$ cat config.mk
export PLATFORM = sky130hd
export DESIGN_NAME = dcd_offset_tx
export DESIGN_NICKNAME = d
export VERILOG_FILES = /design/src/rtl/dcd_offset_pkg.sv /design/src/rtl/offset_fifo.sv /design/src/rtl/dcd_offset_tx.sv
export SDC_FILE = /design/constraint.sdc
export NUM_CORES = 1
export LEC_CHECK = 0
export CAP_MARGIN = 20
export CORE_MARGIN = 5
export CORE_UTILIZATION = 52
export CTS_CLUSTER_SIZE = 24
export DETAILED_ROUTE_END_ITERATION = 16
export HOLD_SLACK_MARGIN = 0.08
export PLACE_DENSITY = 0.71
export SETUP_SLACK_MARGIN = 0.1
export SLEW_MARGIN = 40
export SYNTH_ARGS = -nofsm -noshare
export SYNTH_HDL_FRONTEND = slang
export SYNTH_SLANG_ARGS = --single-unit
$ cat constraint.sdc
create_clock -name CLK_80 -period 3.9 [get_ports CLK_80]
set_clock_uncertainty 0.1 [all_clocks]
set_input_delay 0.585 -clock CLK_80 [delete_from_list [all_inputs] [get_ports CLK_80]]
set_output_delay 0.585 -clock CLK_80 [all_outputs]
set_load 0.03 [all_outputs]
$ cat src/rtl/dcd_offset_pkg.sv
`default_nettype none
//==============================================================================
// Module      : dcd_offset_pkg
// Description : Shared constants and state encoding for the DCD offset
//               transmitter (sync words, idle word, row state machine).
// Revision    : 1.0 - initial release
//==============================================================================
package dcd_offset_pkg;

   // Words driven on the offset lane outside of row data
   localparam logic [7:0] SYNC_OK   = 8'hA5;
   localparam logic [7:0] SYNC_ERR  = 8'h5A;
   localparam logic [7:0] IDLE_WORD = 8'h00;

   // Row transmission state machine
   typedef enum logic [1:0] {
      ST_IDLE = 2'd0,
      ST_SYNC = 2'd1,
      ST_DATA = 2'd2
   } state_e;

endpackage
`default_nettype wire

$ cat src/rtl/offset_fifo.sv
`default_nettype none
//==============================================================================
// Module      : offset_fifo
// Description : Synchronous show-ahead FIFO with registered occupancy count.
//               The head entry is always visible on data_o; pop_i consumes it.
// Revision    : 1.0 - initial release
//==============================================================================
module offset_fifo #(
   parameter int DEPTH = 16,
   parameter int WIDTH = 8
) (
   input  logic                     clk_i,
   input  logic                     rst_i,
   input  logic                     push_i,
   input  logic [WIDTH-1:0]         data_i,
   input  logic                     pop_i,
   output logic [WIDTH-1:0]         data_o,
   output logic [$clog2(DEPTH):0]   count_o,
   output logic                     ready_o
);

   localparam int             PW      = $clog2(DEPTH);
   localparam logic [PW:0]    DEPTH_C = (PW+1)'(DEPTH);

   logic [WIDTH-1:0] mem_q [DEPTH];
   logic [PW-1:0]    wr_ptr_q;
   logic [PW-1:0]    rd_ptr_q;
   logic [PW:0]      count_q;
   logic             push_ok;
   logic             pop_ok;

   // Ready comes only from the registered count, held low while in reset
   assign ready_o = !rst_i && (count_q < DEPTH_C);
   assign push_ok = push_i && ready_o;
   // Guard against popping an empty buffer even though the FSM never asks
   assign pop_ok  = pop_i && (count_q != '0);
   assign data_o  = mem_q[rd_ptr_q];
   assign count_o = count_q;

   // Storage array: written on accepted pushes, no reset needed
   always_ff @(posedge clk_i) begin
      if (push_ok) begin
         mem_q[wr_ptr_q] <= data_i;
      end
   end

   // Pointers wrap naturally at the power-of-two depth; count tracks occupancy
   always_ff @(posedge clk_i or posedge rst_i) begin
      if (rst_i) begin
         wr_ptr_q <= '0;
         rd_ptr_q <= '0;
         count_q  <= '0;
      end else begin
         if (push_ok) begin
            wr_ptr_q <= wr_ptr_q + PW'(1);
         end
         if (pop_ok) begin
            rd_ptr_q <= rd_ptr_q + PW'(1);
         end
         unique case ({push_ok, pop_ok})
            2'b10:   count_q <= count_q + (PW+1)'(1);
            2'b01:   count_q <= count_q - (PW+1)'(1);
            default: count_q <= count_q;
         endcase
      end
   end

endmodule
`default_nettype wire

$ cat src/rtl/dcd_offset_tx.sv
`default_nettype none
//==============================================================================
// Module      : dcd_offset_tx
// Description : Buffers offset bytes and, on request, sends one row as a sync
//               word followed by ROW_WORDS bytes on the 2-pin offset lane word.
// Revision    : 1.0 - initial release
//==============================================================================
module dcd_offset_tx
   import dcd_offset_pkg::*;
#(
   parameter int ROW_WORDS  = 8,
   parameter int FIFO_DEPTH = 16
) (
   input  logic                          CLK_80,
   input  logic                          RESET,
   input  logic [7:0]                    DATA_IN,
   input  logic                          DATA_VALID,
   output logic                          DATA_READY,
   input  logic                          ROW_START,
   input  logic                          ENABLE,
   input  logic                          CLEAR_FLAGS,
   output logic [7:0]                    DI_PAR,
   output logic                          BUSY,
   output logic                          UNDERFLOW,
   output logic                          ROW_OVERRUN,
   output logic [$clog2(FIFO_DEPTH):0]   FILL
);

   localparam int              CW          = $clog2(FIFO_DEPTH) + 1;
   localparam int              WCW         = (ROW_WORDS > 1) ? $clog2(ROW_WORDS) : 1;
   localparam logic [CW-1:0]   ROW_WORDS_C = CW'(ROW_WORDS);
   localparam logic [WCW-1:0]  LAST_WORD   = WCW'(ROW_WORDS - 1);

   state_e           state_q, state_d;
   logic             good_q, good_d;
   logic [WCW-1:0]   cnt_q, cnt_d;
   logic [7:0]       dout_q, dout_d;
   logic             underflow_q, underflow_d;
   logic             overrun_q, overrun_d;
   logic             start_ok;
   logic             pop;
   logic [7:0]       fifo_head;
   logic [CW-1:0]    fifo_count;

   offset_fifo #(
      .DEPTH (FIFO_DEPTH),
      .WIDTH (8)
   ) u_fifo (
      .clk_i   (CLK_80),
      .rst_i   (RESET),
      .push_i  (DATA_VALID),
      .data_i  (DATA_IN),
      .pop_i   (pop),
      .data_o  (fifo_head),
      .count_o (fifo_count),
      .ready_o (DATA_READY)
   );

   assign start_ok    = ROW_START && ENABLE;
   assign BUSY        = (state_q != ST_IDLE);
   assign DI_PAR      = dout_q;
   assign UNDERFLOW   = underflow_q;
   assign ROW_OVERRUN = overrun_q;
   assign FILL        = fifo_count;

   // Next state, output word and pop request; the output word follows the
   // next state so it lines up with BUSY one edge after the request
   always_comb begin
      state_d     = state_q;
      good_d      = good_q;
      cnt_d       = cnt_q;
      dout_d      = IDLE_WORD;
      pop         = 1'b0;
      underflow_d = underflow_q;
      overrun_d   = overrun_q;

      unique case (state_q)
         ST_IDLE: begin
            if (start_ok) begin
               state_d = ST_SYNC;
               good_d  = (fifo_count >= ROW_WORDS_C);
            end
         end
         ST_SYNC: begin
            state_d = ST_DATA;
            cnt_d   = '0;
         end
         ST_DATA: begin
            if (cnt_q == LAST_WORD) begin
               state_d = ST_IDLE;
            end else begin
               cnt_d = cnt_q + WCW'(1);
            end
         end
         default: state_d = ST_IDLE;
      endcase

      unique case (state_d)
         ST_SYNC: dout_d = good_d ? SYNC_OK : SYNC_ERR;
         ST_DATA: begin
            if (good_d) begin
               pop    = 1'b1;
               dout_d = fifo_head;
            end
         end
         default: dout_d = IDLE_WORD;
      endcase

      // A set event wins over a simultaneous clear
      if (state_q == ST_IDLE && start_ok && !good_d) begin
         underflow_d = 1'b1;
      end else if (CLEAR_FLAGS) begin
         underflow_d = 1'b0;
      end

      if (state_q != ST_IDLE && start_ok) begin
         overrun_d = 1'b1;
      end else if (CLEAR_FLAGS) begin
         overrun_d = 1'b0;
      end
   end

   // State, row decision, word counter, output word and sticky flags
   always_ff @(posedge CLK_80 or posedge RESET) begin
      if (RESET) begin
         state_q     <= ST_IDLE;
         good_q      <= 1'b0;
         cnt_q       <= '0;
         dout_q      <= IDLE_WORD;
         underflow_q <= 1'b0;
         overrun_q   <= 1'b0;
      end else begin
         state_q     <= state_d;
         good_q      <= good_d;
         cnt_q       <= cnt_d;
         dout_q      <= dout_d;
         underflow_q <= underflow_d;
         overrun_q   <= overrun_d;
      end
   end

endmodule
`default_nettype wire

## Word-level counts from Yosys, hierarchy flattened

Memories as Yosys holds them, arrays and structs flattened.
Index checks and enable logic that the tools add are counted.

| cells by class | value |
|---|---|
| $add $sub $neg | 5 |
| $lt $le $gt $ge | 2 |
| equality and inequality tests | 8 |
| muxes and demuxes | 18 |
| reductions and logical operators | 17 |

Operator list:

| kind | count |
|---|---|
| 2-to-1 mux 8 bit | 2 |
| case mux 8 bit (2 select lines) | 1 |
| case mux 5 bit (2 select lines) | 1 |
| nonzero test 2 bit | 5 |
| 2-to-1 mux 1 bit | 9 |
| adder 4 x 1 -> 4 bit (second input constant) | 2 |
| logical AND 1 bit | 7 |
| == test 2 x 1 -> 1 bit (second input constant) | 3 |
| == test 2 bit (second input constant) | 3 |
| case mux 2 bit (3 select lines) | 1 |
| case mux 3 bit (2 select lines) | 1 |
| adder 5 x 1 -> 5 bit (second input constant) | 1 |
| greater-or-equal comparator 5 x 4 -> 1 bit (second input constant) | 1 |
| < comparator 5 bit (second input constant) | 1 |
| nonzero test 5 bit | 1 |
| subtractor 5 x 1 -> 5 bit (second input constant) | 1 |
| 2-to-1 mux 2 bit | 2 |
| adder 3 x 1 -> 3 bit (second input constant) | 1 |
| == test 3 bit (second input constant) | 1 |
| 2-to-1 mux 3 bit | 1 |
| logical NOT 1 bit | 2 |
| logical NOT 2 bit | 1 |
| inequality test 2 bit (second input constant) | 1 |
| AND reduction 2 bit | 1 |

| storage, ports and cells | value |
|---|---|
| register bits | 29 |
| memory bits (writable) | 128 |
| input bits | 14 |
| output and inout port bits | 17 |
| word-level logic and storage cells | 60 |
| memories | 1 |

Memories:

| memory | depth | bits a word | read ports | clocked after memory_dff | write ports | RTL line | text |
|---|---|---|---|---|---|---|---|
| u_fifo.mem_q | 16 | 8 | 1 | 0 | 1 | offset_fifo.sv:25 | `logic [WIDTH-1:0] mem_q [DEPTH];` |

## Depth between registers and ports, before layout

Gate-level depths: netlist of the first run.

| depth | value |
|---|---|
| depth after elaboration | 8 |
| mapped depth | 16 |
| depth with buffers taken out | 15 |

## By module

A second synthesis of the first run with hierarchy kept.

| unflattened totals | value |
|---|---|
| cells, all modules | 400 |
| area, all modules | 6520.0 um^2 |

By module, submodules not included:

| module | instances | cells each | area an instance (um^2) | seq. area each (um^2) |
|---|---|---|---|---|
| offset_fifo | 1 | 330 | 5755.5 | 4169.0 |
| dcd_offset_tx | 1 | 70 | 764.5 | 400.4 |

## Worst setup path after synthesis of the first run

OpenSTA, ideal clock, no wires.

| timing path | value |
|---|---|
| path type | flip-flop to flip-flop |
| start point | reg cnt_q[0] |
| end point | reg u_fifo.count_q[4], in the netlist u_fifo.count_o[4] |
| library setup time | 0.137 ns |
| arrival | 2.902 ns |
| data required time | 3.663 ns |
| path slack | 0.760 ns |
| cell stages (with the launch flop) | 17 |
| path buffers | 1 |
| period minus slack after synthesis | 3.140 ns |
| cells stage by stage | dfrtp_1 > ha_1 > ha_1 > nand2b_1 > mux2_2 > inv_1 > ha_1 > o21ai_2 > nor2_4 > ha_1 > clkbuf_1 > xor2_1 > ha_1 > and3b_1 > o21ai_0 > a31oi_1 > xor2_1 |

| on the way | value |
|---|---|
| cells in the longest elaborated chain, start to end | 8 |
| elaborated cells on any way between the ends | 10 |
| those cells by class | eq/ne: 4; mux: 4; reduce/logical: 2 |

Ends and longest elaborated chain:

| element | RTL line | text |
|---|---|---|
| start, declared | dcd_offset_tx.sv:36 | `logic [WCW-1:0] cnt_q, cnt_d;` |
| start signal, assigned | dcd_offset_tx.sv:135 | `cnt_q <= cnt_d;` |
| == test 3 bit * | dcd_offset_tx.sv:89 | `if (cnt_q == LAST_WORD) begin` |
| 2-to-1 mux 2 bit * | dcd_offset_tx.sv:89 |  |
| case mux 2 bit (3 select lines) * | dcd_offset_tx.sv:77 | `unique case (state_q)` |
| net state_d[1] | dcd_offset_tx.sv:34 | `state_e state_q, state_d;` |
| == test 2 bit * | dcd_offset_tx.sv:98 | `unique case (state_d)` |
| 2-to-1 mux 1 bit * | dcd_offset_tx.sv:98 |  |
| logical AND 1 bit * | offset_fifo.sv:36 | `assign pop_ok = pop_i && (count_q != '0);` |
| net u_fifo.pop_ok | offset_fifo.sv:30 | `logic pop_ok;` |
| == test 2 x 1 -> 1 bit / == test 2 bit (equally long branches) | offset_fifo.sv:60 | `unique case ({push_ok, pop_ok})` |
| case mux 5 bit (2 select lines) / nonzero test 2 bit (equally long branches) | - |  |
| end signal, assigned | offset_fifo.sv:61 | `2'b10: count_q <= count_q + (PW+1)'(1);` |
| end signal, assigned | offset_fifo.sv:62 | `2'b01: count_q <= count_q - (PW+1)'(1);` |
| end signal, assigned | offset_fifo.sv:63 | `default: count_q <= count_q;` |
| end, declared | offset_fifo.sv:28 | `logic [PW:0] count_q;` |

The timed path passes the listed nets; every way through them passes the cells marked *.
A chain may end at the register's enable or synchronous reset.

## Worst setup path after layout of the first run

Ends and elaborated chain as after synthesis.

==> results.md, run 1 <==
- Status: completed
- Top Layer Used: met4
- WP data required: just over 4 ns
- Root Driver: clkbuf_16
- I/O pin count: 31
- First-pass GRT wire length: ~19000 um
- Synth Flop Type: edfxtp_1
- Core box area: 0.0121 mm^2
- Longest Clk Path Bufs: 2
- Design area: 0.00749 mm^2
- Filler cell count: approximately 860
- Dpl cell area: around 0.0069 mm^2
- Lkg Pwr: 2.63 nW
- Yosys reg bits: between 150 and 200
- GRT Total Usage: 0.177
- Critical Path Max Stage Delay: about 0.40 ns
- FP Rows: 40
- Syn Area/Cell: between 15 and 20 um^2
- DIE AREA: ~0.015 mm^2
- Leading cell types in the layout, fill and taps excluded: edfxtp_1 (128), mux4_2 (32), clkdlybuf4s50_1 (30), dfrtp_1 (26), clkbuf_16 (17)
- RSZ-0062 raised after global routing: false
- Final period utilization: 0.861
- Tightest Pin Transition: 0.822 ns
- Total gr overflow: 0
- Sequential Area: about 0.0046 mm^2
- Vias: between 3000 and 4000
- Power Dens Cells: slightly above 700 mW/mm^2
- FMAX: approximately 300 MHz
- Sequential area share after synthesis: 0.711
- Fraction of registers with async set/reset: 0.185
- Area occupied by multi-input gates: 0.00174 mm^2
- Setup TNS: 0 ns
- Syn. warnings: 0
- Post-CTS Setup Bufs: 0
- Post-CTS sizing: 0
- Die height: ~120 um
- Fin. max-slew vios: 0
- Tightest Hold Check Type: reg2reg
- Max-cap violations: 0
- Gate count of the mapped netlist: between 300 and 400
- # port buffers: 30
- Area grow syn2layout: 16.6%
- DRC Markers: 0
- Post-CTS Hold Buffers: 0
- Starting DRC count in detailed routing: 260
- Routed vias/inst: between 5 and 6
- CTS clk-pin slew, worst paths: approximately 0.060 ns
- Minimum clock period: around 3.4 ns
- CTS tree: built
- Crit path DAT: 3.60 ns
- CP endpoint kind: flop
- Vias in the first global route: 3382
- Initial Util: 0.532
- TritonCTS Buffers: 17
- Routed Antenna Nets: 0
- Die Width: between 100 and 150 um
- Nets: about 410
- DRT Wirelength: 11700 um
- CTS sink cnt: ~160
- Yosys cell types: 48
- Initial antenna violation count: 0
- Worst-Skew Late Latency: approximately 0.42 ns
- Most used cell, CP: ha_1
- Syn_nets: around 360
- Number of setup violations in the final report: 0
- WL met2: roughly 6100 um
- Diode count: 0
- Post-Synthesis Cell Area: about 0.0064 mm^2
- Pin count of the biggest net entering global routing: 34
- CP max-delay cell: dfrtp_1
- H-tree Lvls: 4
- PnR worst setup slack: between 0.5 and 0.6 ns
- Final Hold Viols: 0
- Crit-path max FO: 9
- Detailed Place HPWL: 7850 um
- Met1 Routed Length: roughly 4700 um
- WL met3: around 840 um
- WL/cell: between 20 and 25 um
- Routability cong.: roughly 0.89
- Placement Setup Slack: 0.556 ns
- Number of synthesized flops with an enable pin: between 100 and 150
- Commonest non-fill, non-tap cell in the layout: edfxtp_1
- Layout cells sized above 1: 0.236
- Worst setup path category: reg2reg
- VDD IR max: 0.463 mV
- First drt pass iteration count: 4
- Relative slew margins: 0.450
- Crit-path cells: ha_1 > ha_1 > nand2b_1 > mux2_2 > inv_1 > ha_1 > o21ai_2 > nor2_4 > ha_1 > xor2_1 > ha_1 > and3b_1 > o21ai_0 > a31oi_1 > xor2_1
- Startpoint types: flop
Yosys cell counts (2+ instances only):
cell / n / area share
mux2i_1: 16 / 0.025
a22oi_1: 2 / 0.0023
nor2b_1: 4 / 0.0039
clkbuf_1: 3 / 0.0018
a21o_1: 2 / 0.0023
dfrtp_1: 29 / 0.11
edfxtp_1: 128 / 0.60
nand2b_1: 4 / 0.0039
nor2_1: 18 / 0.011
buf_2: 5 / 0.0039
o21ai_0: 3 / 0.0023
o221ai_1: 8 / 0.011
buf_6: 4 / 0.0070
buf_1: 2 / 0.0012
ha_1: 12 / 0.023
xnor2_1: 4 / 0.0055
a22o_1: 5 / 0.0068
inv_1: 6 / 0.0035
mux4_2: 32 / 0.11
or2_2: 3 / 0.0029
mux2_2: 3 / 0.0053
nor3_1: 5 / 0.0039
xor2_1: 8 / 0.011
nand2_1: 7 / 0.0041
per-layer routing:
metal,up-vias,global-route usage
met5,-,0
met4,0,0.0518
met3,10,0.0676
met2,104,0.295
met1,1627,0.216
li1,1442,-
worst max-delay path: cells and delay by family (launching register included):
kind | cells | cell delay (ns)
fa+ha+maj | 5 | 1.19
simple gates | 3 | 0.48
compound gates | 3 | 0.41
flops | 1 | 0.40
xor+xnor | 2 | 0.34
mux | 1 | 0.28
buf+inv | 1 | 0.08
cells by family (layout without fill, tap and decap cells):
group,after synthesis,in the layout,share of synthesized area
multiplexers,53,53,0.148
XOR/XNOR,12,12,0.0164
AND/OR/NAND/NOR,52,52,0.0473
AO/OA/AOI/OAI,29,29,0.0351
adder cells (fa/ha/maj),12,12,0.0234
flip-flops,157,157,0.711
buffers and inverters,22,83,0.0187
path summary, 6_finish.rpt:
kind                                 from                 end  slack (ns)  cells past startpoint
worst max-delay path             cnt_q[0]   u_fifo.count_o[4]        0.54                     15
worst min-delay path            UNDERFLOW           UNDERFLOW        0.38                      1
worst max register to register   cnt_q[0]   u_fifo.count_o[4]        0.54                     15
worst min register to register  UNDERFLOW           UNDERFLOW        0.38                      1
max in group asynchronous           RESET  u_fifo.rd_ptr_q[3]        2.90                      3
min in group asynchronous           RESET  u_fifo.rd_ptr_q[2]        0.48                      3
power by group:
part | switching [mW] | internal, mW
Combinational | 0.749 | 0.838
Sequential | 0.336 | 2.00
Clock | 0.596 | 0.861
per-stage QoR:
| step | hold WS, ns | std cells | total power, mW | utilization |
|---|---|---|---|---|
| after floorplan | 0.392 | 337 | 3.52 | - |
| after global placement | 0.369 | 534 | 3.93 | 0.576 |
| after detailed placement | 0.375 | 534 | 3.98 | 0.576 |
| after CTS | 0.388 | 566 | 5.45 | 0.620 |
| after global routing | 0.414 | 566 | 5.69 | 0.621 |
| final | 0.384 | 566 | 5.38 | 0.621 |
final cells by class:
cell class,count,area share
Inverter,7,0.00351
Tap cell,168,0.0281
Clock inverter,6,0.00518
Clock buffer,26,0.0654
Multi-Input combinational cell,158,0.232
Sequential cell,157,0.611
Timing Repair Buffer,44,0.0542
state kept, by name (all words and copies together), names as in the netlist:
| signal | cells |
|---|---|
| DI_PAR | 8 |
| ROW_OVERRUN | 1 |
| UNDERFLOW | 1 |
| cnt_q | 3 |
| good_q | 1 |
| state_q | 2 |
| u_fifo.count_o | 5 |
| u_fifo.mem_q | 128 |
| u_fifo.rd_ptr_q | 4 |
| u_fifo.wr_ptr_q | 4 |
(Power assumes the default switching activity.)
==> inputs of run 2 (changes only) <==
TNS_END_PERCENT = 1   (was unset)
clock period = 4 ns   (was 3.9 ns; I/O delays follow)
==> run 2 against run 1 <==
Net effect: critical endpoint unchanged; largest power group unchanged; clock power about the same; highest routed layer unchanged; non-clock buffer count down 2; sequential cell count unchanged; count of clock-buffer cells in the layout down 1; power down 1.9%; setup slack better by 0.090 ns.
==> results.md, run 2 (same netlist as run 1, synthesis figures left out) <==
- Vias in the first global route: 3392
- Starting DRC count in detailed routing: ~290
- Vias: between 3000 and 4000
- Placed cells: between 500 and 600
- # port buffers: 30
- Diode count: 0
- Leading cell types in the layout, fill and taps excluded: edfxtp_1 (128), mux4_2 (32), clkdlybuf4s50_1 (30), dfrtp_1 (26), clkbuf_16 (17)
- Total power: roughly 5.3 mW
- Detailed Place HPWL: approximately 7700 um
- VDD IR max: 0.420 mV
- Lkg Pwr: around 2.6 nW
- Routability cong.: 0.886
- First drt pass iteration count: 4
- WL/cell: roughly 21 um
- Power Dens Cells: slightly above 700 mW/mm^2
- Crit path DAT: roughly 3.6 ns
- CTS clk-pin slew, worst paths: about 0.060 ns
- I/O pin count: 31
- Worst-Skew Late Latency: 0.41 ns
- Root Driver: clkbuf_16
- DRT Wirelength: 11800 um
- Crit-path max FO: 9
- Die height: about 120 um
- CP endpoint kind: flop
- Worst setup path category: reg2reg
- CTS sink cnt: about 160
- FP Rows: 40
- Number of setup violations in the final report: 0
- Non-Filler Instances: approximately 560
- Pin count of the biggest net entering global routing: 34
- Tightest Hold Check Type: reg2reg
- Area grow syn2layout: 16.4%
- Relative slew margins: 0.438
- First-pass GRT wire length: roughly 19000 um
- Routed Antenna Nets: 0
- Die Width: approximately 120 um
- H-tree Lvls: 4
- Filler cell count: 873
- Initial antenna violation count: 0
- Startpoint types: flop
- CTS tree: built
- Final period utilization: 0.842
- Max-cap violations: 0
- Setup TNS: 0 ns
- Minimum clock period: around 3.4 ns
- Core box area: around 0.012 mm^2
- GRT Total Usage: 0.174
- Total gr overflow: 0
- DRC Markers: 0
- DIE AREA: roughly 0.015 mm^2
- Status: completed
- Final Hold Viols: 0
- RSZ-0062 raised after global routing: false
- Nets: 409
- Routed vias/inst: 5.63
- Longest Clk Path Bufs: 2
- Post-CTS Hold Buffers: 0
- FMAX: just under 300 MHz
- Commonest non-fill, non-tap cell in the layout: edfxtp_1
- Post-CTS Setup Bufs: 0
- WP data required: around 4.2 ns
- Initial Util: 0.532
- Tightest Pin Transition: 0.839 ns
- Fin. max-slew vios: 0
- Max reg flops: 128
- Largest Register: u_fifo.mem_q
- Post-CTS sizing: 0
- TritonCTS Buffers: 17
- Layout cells sized above 1: 0.230
-- run 2: changes by cell type in the layout (fill, tap and decap cells not counted), sizes merged --
| cell | change |
|---|---|
| bufinv | +1 |
| clkbuf | -1 |
| buf | -2 |
-- run 2: worst paths after layout --
check,startpoint,endpoint,slack (ns),cells after the start
max in group asynchronous,RESET,u_fifo.rd_ptr_q[3],2.98,3
max reg2reg,cnt_q[0],u_fifo.count_o[4],0.63,15
max,cnt_q[0],u_fifo.count_o[4],0.63,15
min reg2reg,UNDERFLOW,UNDERFLOW,0.39,1
min,UNDERFLOW,UNDERFLOW,0.39,1
min in group asynchronous,RESET,u_fifo.wr_ptr_q[0],0.51,3
-- run 2: power breakdown --
group	switching, mW	leakage, nW	internal [mW]
clock network	0.582	0.253	0.869
registers	0.308	1.51	1.95
logic	0.750	0.850	0.822
-- run 2: stage by stage --
stage               area [um^2]  worst slack [ns]   util  hold WS (ns)
floorplan                  6420             0.860      -         0.392
global placement           6930             0.737  0.575         0.369
detailed placement         6940             0.642  0.575         0.385
CTS                        7470             0.626  0.619         0.397
global route               7480             0.359  0.620         0.419
finish                     7480             0.630  0.620         0.389
-- run 2: layout make-up --
| class | count | area, um^2 | share of cell area |
|---|---|---|---|
| Sequential cell | 157 | 4570 | 0.612 |
| Tap cell | 168 | 210 | 0.0281 |
| Inverter | 7 | 26.3 | 0.00351 |
| Timing Repair Buffer | 42 | 390 | 0.0522 |
| Clock buffer | 25 | 465 | 0.0623 |
| Clock inverter | 7 | 67.6 | 0.00904 |
| Multi-Input combinational cell | 158 | 1740 | 0.233 |
-- run 2: critical path: stages (launching register included) --
cell	delay [ns]
dfrtp_1	0.40
ha_1	0.21
ha_1	0.19
nand2b_1	0.15
mux2_2	0.28
inv_1	0.09
ha_1	0.25
o21ai_2	0.13
nor2_4	0.15
ha_1	0.35
xor2_1	0.18
ha_1	0.21
and3b_1	0.16
o21ai_0	0.08
a31oi_1	0.22
xor2_1	0.15
-- run 2: per-layer routing --
layer,global-route usage,wire length (um),vias up
met5,0,0,-
met4,0.0546,90,0
met3,0.0513,806,10
met2,0.287,6130,98
met1,0.226,4730,1634
li1,-,-,1432
==> inputs of run 3 (changes only) <==
PLACE_DENSITY = 0.74   (was 0.71)
clock period = 3 ns   (was 4 ns; I/O delays follow)
==> run 3 against run 2 <==
Net effect: global-route usage is 0.70 points higher; fmax grew 19%; critical path depth is the same; first-iteration DRC count is 15% higher; non-clock buffer count is 17 higher; final area increased by 3.3%; count of clock-buffer cells in the layout decreased by 6; largest cell class unchanged; largest power group unchanged.
==> results.md, run 3 (same netlist as run 1, synthesis figures left out) <==
- Area grow syn2layout: 20.3%
- RSZ-0062 raised after global routing: true
- Critical Path Max Stage Delay: about 0.4 ns
- Total gr overflow: 0
- I/O pin count: 31
- Leading cell types in the layout, fill and taps excluded: edfxtp_1 (128), mux4_2 (32), clkdlybuf4s50_1 (30), dfrtp_1 (27), buf_4 (27)
- R2r setup slk: around 0.17 ns
- Routed vias/inst: between 5 and 6
- Max reg flops: 128
- Diode count: 0
- Commonest non-fill, non-tap cell in the layout: edfxtp_1
- VDD IR max: roughly 0.38 mV
- Largest Register: u_fifo.mem_q
- First drt pass iteration count: 4
- CTS clk-pin slew, worst paths: ~0.050 ns
- Starting DRC count in detailed routing: ~330
- Crit-path max FO: 3
- Fin Hold WS: between 0.3 and 0.4 ns
- Reg-to-reg startpoint: cnt_q[0]
- Vias: ~3200
- Pin count of the biggest net entering global routing: 30
- Initial Util: 0.532
- WP data required: 3.24 ns
- Tightest Hold Check Type: in2async
- Crit path DAT: between 3 and 4 ns
- Nets: ~430
- DRC Markers: 0
- Tightest Pin Transition: 0.636 ns
- Final period utilization: 0.944
- FMAX: approximately 350 MHz
- Post-layout util: 0.640
- Status: completed
- # port buffers: 30
- Final Hold Viols: 0
- CP endpoint kind: flop
- H-tree Lvls: 4
- Core box area: ~0.012 mm^2
- CP max-delay cell: dfrtp_1
- Power Dens Cells: a little under 1000 mW/mm^2
- Layout cells sized above 1: 0.272
- Most used cell, CP: ha_4
- Worst-Skew Late Latency: between 0.4 and 0.5 ns
- TritonCTS Buffers: 17
- GRT Total Usage: 0.181
- Setup TNS: 0 ns
- Vias in the first global route: about 3400
- Relative slew margins: 0.575
- Root Driver: clkbuf_16
- Longest Clk Path Bufs: 2
- DIE AREA: around 0.015 mm^2
- Die height: roughly 120 um
- Max-cap violations: 0
- WL/cell: approximately 21 um
- First-pass GRT wire length: around 19000 um
- Worst R2R End: u_fifo.count_o[4]
- Lkg Pwr: between 2 and 3 nW
- Die Width: about 120 um
- Total power: 7.43 mW
- Worst setup path category: reg2reg
- Number of setup violations in the final report: 0
- Initial antenna violation count: 0
- DRT Wirelength: 12100 um
- Detailed Place HPWL: 7920 um
- Fin. max-slew vios: 0
- Routed Antenna Nets: 0
- CTS tree: built
- CTS sink cnt: about 160
- FP Rows: 40
- Crit-path cells: ha_2 > ha_4 > nand2b_4 > mux2_4 > inv_2 > ha_4 > o21ai_4 > nor2_4 > ha_4 > xor2_1 > ha_2 > and3b_1 > o21ai_1 > a31oi_1 > xor2_1
- Startpoint types: flop
- Minimum clock period: between 2 and 3 ns
- Routability cong.: 0.793
- Worst reg2reg path depth: 15
-- run 3: cell types whose count changed in the layout (fill, tap and decap cells not counted), moves of 4 or more --
cell      delta
buf_4       +15
clkbuf_1     -5
ha_1         -5
nor2_1       +4
nor2_2       -4
-- run 3: timing repair --
item | CTS | global route
pin swaps | 2 | 1
setup endpoints to repair | 2 | 3
buffers inserted | 2 | 1
hold buffers | 0 | 0
hold endpoints to repair | 0 | 0
gates resized for setup | 0 | 1
-- run 3: layer usage --
layer  routed length [um]  track usage
met1                 4860        0.247
met2                 5980        0.286
met3                  993       0.0406
met4                  216       0.0749
met5                    0            0
-- run 3: metrics by stage --
stage	cells	area [um^2]	setup WS [ns]
after floorplan	337	6480	0.0840
after global placement	546	7110	0.122
after detailed placement	546	7110	0.0249
after CTS	579	7710	0.103
after global routing	580	7720	0.0168
final	580	7720	0.168
-- run 3: critical path: cells and delay by family, from the launching register on --
family / cells / cell delay, ns
XOR/XNOR: 2 / 0.31
buffers and inverters: 1 / 0.07
AND/OR/NAND/NOR: 3 / 0.40
multiplexers: 1 / 0.28
flip-flops: 1 / 0.40
adder cells (fa/ha/maj): 5 / 0.86
AO/OA/AOI/OAI: 3 / 0.34
-- run 3: worst max path at each step --
| stage | from | to | slack (ns) |
|---|---|---|---|
| 2_1_floorplan | cnt_q[1] | u_fifo.count_o[4] | 0.08 |
| 3_3_place_gp | cnt_q[1] | u_fifo.count_o[4] | 0.12 |
| 3_5_place_dp | cnt_q[1] | u_fifo.count_o[4] | 0.02 |
| 4_1_cts | cnt_q[0] | u_fifo.count_o[4] | 0.10 |
| 5_1_grt | cnt_q[0] | u_fifo.count_o[4] | 0.02 |
| 6_report | cnt_q[0] | u_fifo.count_o[4] | 0.17 |
-- run 3: cell type report --
| cell class | count | area, um^2 |
|---|---|---|
| clock buffer | 19 | 433 |
| tap | 168 | 210 |
| timing repair buffer | 59 | 543 |
| clock inverter | 12 | 146 |
| sequential | 157 | 4570 |
| inverter | 7 | 26.3 |
| fill | 801 | 4340 |
| multi-input combinational | 158 | 1790 |
-- run 3: power by group --
group          switching [mW]  internal (mW)  leakage, nW
Sequential              0.329           2.59         1.51
Clock                   0.800           1.30        0.274
Combinational            1.17           1.24        0.948
